--- src/rtl/cluster_seq_pkg.sv ---
// Shared state encoding, router mode constant and width helper for the cluster sequencer.
package cluster_seq_pkg;

  typedef enum logic [2:0] {
    IDLE,
    FILL_I,
    FILL_W,
    LOAD,
    START,
    COMPUTE,
    DRAIN,
    DONE
  } seq_state_e;

  localparam logic [3:0] MODE_DEFAULT = 4'd0;

  // Bits needed to hold values 0..value-1 (returns 0 for value <= 1).
  function automatic int clog2(input int value);
    int result;
    result = 0;
    for (int v = value - 1; v > 0; v = v >> 1) begin
      result = result + 1;
    end
    return result;
  endfunction

endpackage

--- src/rtl/psum_drain_fifo.sv ---
// Two-entry FIFO holding drained psums (data plus last flag); push and pop may share a cycle.
module psum_drain_fifo #(
  parameter int WIDTH = 17
) (
  input  logic             clk,
  input  logic             reset,
  input  logic             push,
  input  logic [WIDTH-1:0] push_data,
  input  logic             pop,
  output logic [WIDTH-1:0] pop_data,
  output logic [1:0]       count,
  output logic             empty
);

  logic [WIDTH-1:0] mem_q [2];
  logic [WIDTH-1:0] mem_d [2];
  logic             wr_ptr_q, wr_ptr_d;
  logic             rd_ptr_q, rd_ptr_d;
  logic [1:0]       count_q, count_d;

  always_comb begin
    mem_d    = mem_q;
    wr_ptr_d = wr_ptr_q ^ push;
    rd_ptr_d = rd_ptr_q ^ pop;
    count_d  = count_q + {1'b0, push} - {1'b0, pop};
    if (push) begin
      mem_d[wr_ptr_q] = push_data;
    end
  end

  always_ff @(posedge clk) begin
    if (!reset) begin
      mem_q    <= '{default: '0};
      wr_ptr_q <= 1'b0;
      rd_ptr_q <= 1'b0;
      count_q  <= 2'd0;
    end else begin
      mem_q    <= mem_d;
      wr_ptr_q <= wr_ptr_d;
      rd_ptr_q <= rd_ptr_d;
      count_q  <= count_d;
    end
  end

  assign pop_data = mem_q[rd_ptr_q];
  assign count    = count_q;
  assign empty    = (count_q == 2'd0);

endmodule

--- src/rtl/cluster_seq_ctrl.sv ---
// Run sequencer around the 1-cluster HMNOC: GLB fill, router load, PE start/compute, psum drain.
// Optional PSUM_RELU_EN clamps negative drained psums to zero at FIFO push.
module cluster_seq_ctrl
  import cluster_seq_pkg::*;
#(
  parameter int         DATA_BITWIDTH = 16,
  parameter int         ADDR_BITWIDTH = 10,
  parameter int         NUM_IACT      = 25,
  parameter int         NUM_WGHT      = 9,
  parameter int         NUM_PSUM      = 9,
  parameter int         IACT_BASE     = 0,
  parameter int         WGHT_BASE     = 0,
  parameter int         PSUM_BASE     = 0,
  parameter logic [3:0] MODE_IACT     = MODE_DEFAULT,
  parameter logic [3:0] MODE_WGHT     = MODE_DEFAULT,
  parameter logic [3:0] MODE_PSUM     = MODE_DEFAULT
) (
  input  logic                     clk,
  input  logic                     reset,
  input  logic                     cfg_start,
  input  logic                     s_valid,
  output logic                     s_ready,
  input  logic [DATA_BITWIDTH-1:0] s_data,
  output logic                     glb_wen_iact,
  output logic [ADDR_BITWIDTH-1:0] glb_waddr_iact,
  output logic [DATA_BITWIDTH-1:0] glb_wdata_iact,
  output logic                     glb_wen_wght,
  output logic [ADDR_BITWIDTH-1:0] glb_waddr_wght,
  output logic [DATA_BITWIDTH-1:0] glb_wdata_wght,
  output logic                     rtr_en_iact,
  output logic                     rtr_en_wght,
  output logic [3:0]               rtr_mode_iact,
  output logic [3:0]               rtr_mode_wght,
  output logic [3:0]               rtr_mode_psum,
  input  logic                     load_done,
  output logic                     pe_start,
  input  logic                     compute_done,
  output logic                     psum_rreq,
  output logic [ADDR_BITWIDTH-1:0] psum_raddr,
  input  logic [DATA_BITWIDTH-1:0] psum_rdata,
  output logic                     m_valid,
  input  logic                     m_ready,
  output logic [DATA_BITWIDTH-1:0] m_data,
  output logic                     m_last,
  output logic                     busy,
  output logic                     done
);

  localparam int CNT_MAX_IW = (NUM_IACT > NUM_WGHT) ? NUM_IACT : NUM_WGHT;
  localparam int CNT_MAX    = (CNT_MAX_IW > NUM_PSUM) ? CNT_MAX_IW : NUM_PSUM;
  localparam int CNT_W      = clog2(CNT_MAX + 1);
  localparam longint ADDR_SPAN = longint'(1) << ADDR_BITWIDTH;

  if (longint'(IACT_BASE) + NUM_IACT - 1 >= ADDR_SPAN) begin : g_bad_iact_range
    $error("iact GLB range exceeds address space");
  end
  if (longint'(WGHT_BASE) + NUM_WGHT - 1 >= ADDR_SPAN) begin : g_bad_wght_range
    $error("weight GLB range exceeds address space");
  end
  if (longint'(PSUM_BASE) + NUM_PSUM - 1 >= ADDR_SPAN) begin : g_bad_psum_range
    $error("psum GLB range exceeds address space");
  end

  seq_state_e       state_q, state_d;
  logic [CNT_W-1:0] fill_cnt_q, fill_cnt_d;
  logic [CNT_W-1:0] rd_cnt_q, rd_cnt_d;
  logic             in_flight_q, in_flight_d;
  logic             in_flight_last_q, in_flight_last_d;

  logic [DATA_BITWIDTH:0]   fifo_out;
  logic [DATA_BITWIDTH-1:0] push_word;
  logic [1:0]               fifo_count;
  logic                     fifo_empty;
  logic                     pop;
  logic [2:0]               slots_used;

  assign m_valid = !fifo_empty;
  assign pop     = m_valid && m_ready;
  assign m_data  = m_valid ? fifo_out[DATA_BITWIDTH-1:0] : '0;
  assign m_last  = m_valid && fifo_out[DATA_BITWIDTH];

  // A pop this cycle frees its slot in time for a read issued now, which keeps the drain at one word per cycle.
  assign slots_used = 3'(fifo_count) + 3'(in_flight_q) - 3'(pop);

`ifdef PSUM_RELU_EN
  assign push_word = psum_rdata[DATA_BITWIDTH-1] ? '0 : psum_rdata;
`else
  assign push_word = psum_rdata;
`endif

  psum_drain_fifo #(
    .WIDTH(DATA_BITWIDTH + 1)
  ) u_drain_fifo (
    .clk      (clk),
    .reset    (reset),
    .push     (in_flight_q),
    .push_data({in_flight_last_q, push_word}),
    .pop      (pop),
    .pop_data (fifo_out),
    .count    (fifo_count),
    .empty    (fifo_empty)
  );

  assign rtr_mode_iact = MODE_IACT;
  assign rtr_mode_wght = MODE_WGHT;
  assign rtr_mode_psum = MODE_PSUM;
  assign busy          = (state_q != IDLE);

  always_comb begin
    state_d          = state_q;
    fill_cnt_d       = fill_cnt_q;
    rd_cnt_d         = rd_cnt_q;
    in_flight_d      = 1'b0;
    in_flight_last_d = 1'b0;
    s_ready          = 1'b0;
    glb_wen_iact     = 1'b0;
    glb_waddr_iact   = '0;
    glb_wdata_iact   = '0;
    glb_wen_wght     = 1'b0;
    glb_waddr_wght   = '0;
    glb_wdata_wght   = '0;
    rtr_en_iact      = 1'b0;
    rtr_en_wght      = 1'b0;
    pe_start         = 1'b0;
    psum_rreq        = 1'b0;
    psum_raddr       = '0;
    done             = 1'b0;

    case (state_q)
      IDLE: begin
        if (cfg_start) begin
          state_d    = FILL_I;
          fill_cnt_d = '0;
        end
      end
      FILL_I: begin
        s_ready = 1'b1;
        if (s_valid) begin
          glb_wen_iact   = 1'b1;
          glb_waddr_iact = ADDR_BITWIDTH'(IACT_BASE) + ADDR_BITWIDTH'(fill_cnt_q);
          glb_wdata_iact = s_data;
          if (fill_cnt_q == CNT_W'(NUM_IACT - 1)) begin
            fill_cnt_d = '0;
            state_d    = FILL_W;
          end else begin
            fill_cnt_d = fill_cnt_q + 1'b1;
          end
        end
      end
      FILL_W: begin
        s_ready = 1'b1;
        if (s_valid) begin
          glb_wen_wght   = 1'b1;
          glb_waddr_wght = ADDR_BITWIDTH'(WGHT_BASE) + ADDR_BITWIDTH'(fill_cnt_q);
          glb_wdata_wght = s_data;
          if (fill_cnt_q == CNT_W'(NUM_WGHT - 1)) begin
            fill_cnt_d = '0;
            state_d    = LOAD;
          end else begin
            fill_cnt_d = fill_cnt_q + 1'b1;
          end
        end
      end
      LOAD: begin
        rtr_en_iact = 1'b1;
        rtr_en_wght = 1'b1;
        if (load_done) begin
          state_d = START;
        end
      end
      START: begin
        pe_start = 1'b1;
        state_d  = COMPUTE;
      end
      COMPUTE: begin
        if (compute_done) begin
          state_d  = DRAIN;
          rd_cnt_d = '0;
        end
      end
      DRAIN: begin
        if ((slots_used < 3'd2) && (rd_cnt_q < CNT_W'(NUM_PSUM))) begin
          psum_rreq        = 1'b1;
          psum_raddr       = ADDR_BITWIDTH'(PSUM_BASE) + ADDR_BITWIDTH'(rd_cnt_q);
          rd_cnt_d         = rd_cnt_q + 1'b1;
          in_flight_d      = 1'b1;
          in_flight_last_d = (rd_cnt_q == CNT_W'(NUM_PSUM - 1));
        end
        if (pop && fifo_out[DATA_BITWIDTH]) begin
          state_d = DONE;
        end
      end
      DONE: begin
        done    = 1'b1;
        state_d = IDLE;
      end
      default: state_d = IDLE;
    endcase
  end

  always_ff @(posedge clk) begin
    if (!reset) begin
      state_q          <= IDLE;
      fill_cnt_q       <= '0;
      rd_cnt_q         <= '0;
      in_flight_q      <= 1'b0;
      in_flight_last_q <= 1'b0;
    end else begin
      state_q          <= state_d;
      fill_cnt_q       <= fill_cnt_d;
      rd_cnt_q         <= rd_cnt_d;
      in_flight_q      <= in_flight_d;
      in_flight_last_q <= in_flight_last_d;
    end
  end

endmodule

--- config.mk ---
export PLATFORM = sky130hd
export DESIGN_NAME = cluster_seq_ctrl
export DESIGN_NICKNAME = d
export VERILOG_FILES = /design/src/rtl/cluster_seq_pkg.sv /design/src/rtl/psum_drain_fifo.sv /design/src/rtl/cluster_seq_ctrl.sv
export SDC_FILE = /design/constraint.sdc
export NUM_CORES = 1
export LEC_CHECK = 0
export ABC_CLOCK_PERIOD_IN_PS = 7700
export CORE_AREA = 2 2 116 118
export DETAILED_ROUTE_END_ITERATION = 8
export DIE_AREA = 0 0 118 120
export PLACE_DENSITY = 0.61
export SYNTH_ARGS = -nofsm -noshare
export SYNTH_HDL_FRONTEND = slang
export SYNTH_SLANG_ARGS = --single-unit
--- constraint.sdc ---
create_clock -name clk -period 7.7 [get_ports clk]
set_input_delay 0.77 -clock clk [delete_from_list [all_inputs] [get_ports clk]]
set_output_delay 0.77 -clock clk [all_outputs]
set_load 0.01 [all_outputs]
==> flow_summary.json <==
{
  "numPortBuffers": 111,
  "grt_pass1_wl_mm": 13.1,
  "min_period_ns": 4.58,
  "ctsHoldBuffers": 0,
  "vias": 2670,
  "hold_violations": 0,
  "wirelength_mm": 8.22,
  "final_cell_mix": "clkdlybuf4s50_1, mux2i_1, dfxtp_1",
  "finalSetupViolations": 0,
  "path_cells": "clkdlybuf4s50_1, o21ai_0, inv_1, ha_1, inv_1, ha_1, inv_1, fa_1, nand4bb_1, or3_1, nor3_1, clkdlybuf4s50_1",
  "coreArea_sq_um": 13000,
  "drv_slew": 0,
  "ios": 140,
  "placed_cells_incl_taps": 630,
  "num_antenna_cells": 0,
  "cts_setup_buffers": 0,
  "route.detailed.drc": 0,
  "die_w_um": 118,
  "syn_area_sq_um": 3180,
  "crit_fanout": 3,
  "synth_cell_types": 44,
  "grt_pass1_vias": 2572,
  "cts-htree-levels": 2,
  "crit_path_end_kind": "output pin",
  "antenna_found_initial": 0,
  "skew_ns": 0.00604,
  "synth_area_per_cell_sq_um": 8.79,
  "cts_resized": 0,
  "synth_seq_cells": 53,
  "max_slew_margin_pct": 42.8,
  "dpl.hpwl_mm": 6.08,
  "final_cells": 638,
  "final_area_sq_um": 4510,
  "clock_sinks": 53,
  "period_share_pct": 59.4,
  "p_per_area_nw_per_um2": 159,
  "fin_ws_ns": 3.12,
  "critPathSlowestCell": "clkdlybuf4s50_1",
  "clock.fmax_mhz": 218,
  "clk_pin_slew_worst_paths_ns": 0.07,
  "area_delta_synth_final_pct": 41.8,
  "overflow": 0,
  "gp_congestion": 0.737,
  "drive_gt1_share_pct": 3.46,
  "final_common_cell": "clkdlybuf4s50_1",
  "die-area_sq_um": 14200,
  "yosysTopAreaCellShare_pct": 33.3,
  "nets": 509,
  "cts-buffers-inserted": 5,
  "drtPass1Iterations": 4,
  "dp_slack_ns": 3.10,
  "dpl_cell_area_sq_um": 4330,
  "root_buffer": "clkbuf_16",
  "yosysTopAreaCell": "dfxtp_1",
  "grt_util_all_layers_pct": 11.3,
  "worst_pin_slew_ns": 0.859,
  "status": "finished, final reports clean",
  "num_rows": 42,
  "hp-class": "register to register",
  "async_flop_share_pct": 0,
  "cts_tree": "done",
  "path_class": "primary input to output pin",
  "ir_worst_vdd_mv": 0.0884,
  "cp_common_cell": "inv_1",
  "p_leak_nw": 1.53,
  "via_per_inst": 4.18,
  "arrival_ns": 3.81,
  "rsz0062_at_grt": "no",
  "clk_latency_ns": 0.29,
  "fin_setup_tns_ns": 0,
  "critPathMaxStageDelay_ns": 0.57,
  "drt.antenna.violating_nets": 0,
  "drtIter0Drc": 75,
  "ys_warn_count": 0,
  "die_h_um": 120,
  "synthTopCellsByArea": "dfxtp_1, mux2i_1, and2_1",
  "initial_core_util_pct": 24.5,
  "crit_required_ns": 6.93,
  "synth-edff-count": 0,
  "netlist_instances": 362,
  "grt_max_degree": 59,
  "clk_path_buf_depth": 2,
  "wl_per_cell_um": 12.9,
  "synth-seq-area-share_pct": 33.3,
  "startpoint_type": "primary input",
  "maxCapViolCount": 0,
  "ys.flop_type": "dfxtp_1"
}
Yosys cell counts (5+ instances only):
| master | n |
|---|---|
| buf_2 | 7 |
| clkbuf_1 | 13 |
| dfxtp_1 | 53 |
| o21ai_0 | 5 |
| buf_4 | 30 |
| and2_1 | 46 |
| ha_1 | 8 |
| nand2_1 | 14 |
| inv_1 | 13 |
| nor2_1 | 24 |
| nand3_1 | 6 |
| nor2b_1 | 39 |
| mux2i_1 | 54 |
flip-flops by register name, summed over array words and instances (netlist names):
signal	count
fill_cnt_q	5
in_flight_last_q	1
in_flight_q	1
u_drain_fifo.wr_ptr_q	1
rd_cnt_q	5
u_drain_fifo.mem_q	34
u_drain_fifo.rd_ptr_q	1
state_q	3
u_drain_fifo.count	2
kinds of logic after synthesis:
logic type,share of synthesized area [%]
adders and majority gates,3.78
muxes,17.0
xor gates and xnor gates,1.10
and+or+nand+nor,27.3
DFF,33.3
other,0.118
buffers and inverters,11.4
AOI/OAI and AO/OA,5.98
critical path, delay by kind of cell:
| kind | cells | cell delay, ns |
|---|---|---|
| AOI/OAI and AO/OA | 1 | 0.16 |
| and+or+nand+nor | 3 | 0.82 |
| buffers and inverters | 5 | 1.15 |
| adders and majority gates | 3 | 0.91 |
final timing paths:
check	startpoint	endpoint	slack, ns	depth (start not counted)
worst min-delay path	rd_cnt_q[4]	rd_cnt_q[4]	0.45	2
worst min register to register	rd_cnt_q[4]	rd_cnt_q[4]	0.45	2
worst max register to register	u_drain_fifo.count[1]	in_flight_last_q	4.70	11
worst max-delay path	m_ready	psum_raddr[1]	3.12	12
stage by stage:
stage                     total power [W]  hold WS, ns  utilization [%]
final                            0.000717        0.451             34.8
after global placement           0.000461        0.438             33.4
after detailed placement         0.000464        0.435             33.4
after global routing             0.000756        0.476             34.8
after floorplan                  0.000398        0.411                -
after CTS                        0.000730        0.450             34.8
power by group:
| group | total (W) | switching, W | internal, W |
|---|---|---|---|
| sequential | 0.000290 | 0.0000106 | 0.000280 |
| combinational | 0.000165 | 0.0000856 | 0.0000791 |
| clock | 0.000262 | 0.0000995 | 0.000162 |
| total | 0.000717 | 0.000196 | 0.000521 |
cell type report:
| cell class | count | area (sq um) |
|---|---|---|
| flip-flops and latches | 53 | 1060 |
| inverters | 13 | 48.8 |
| fillers | 1353 | 8470 |
| multi-input cells | 272 | 1860 |
| well taps | 176 | 220 |
| repair buffers | 116 | 1140 |
| clock inverters | 2 | 37.5 |
| clock buffers | 6 | 139 |
per-layer routing:
layer / routed length (um) / global-route usage, % / vias up
li1: - / - / 1346
met1: 3770 / 14.5 / 1276
met2: 4200 / 20.3 / 46
met3: 225 / 1.90 / 2
met4: 17 / 1.81 / 0
met5: 0 / 0 / -
Power figures use the tool's default switching activity.
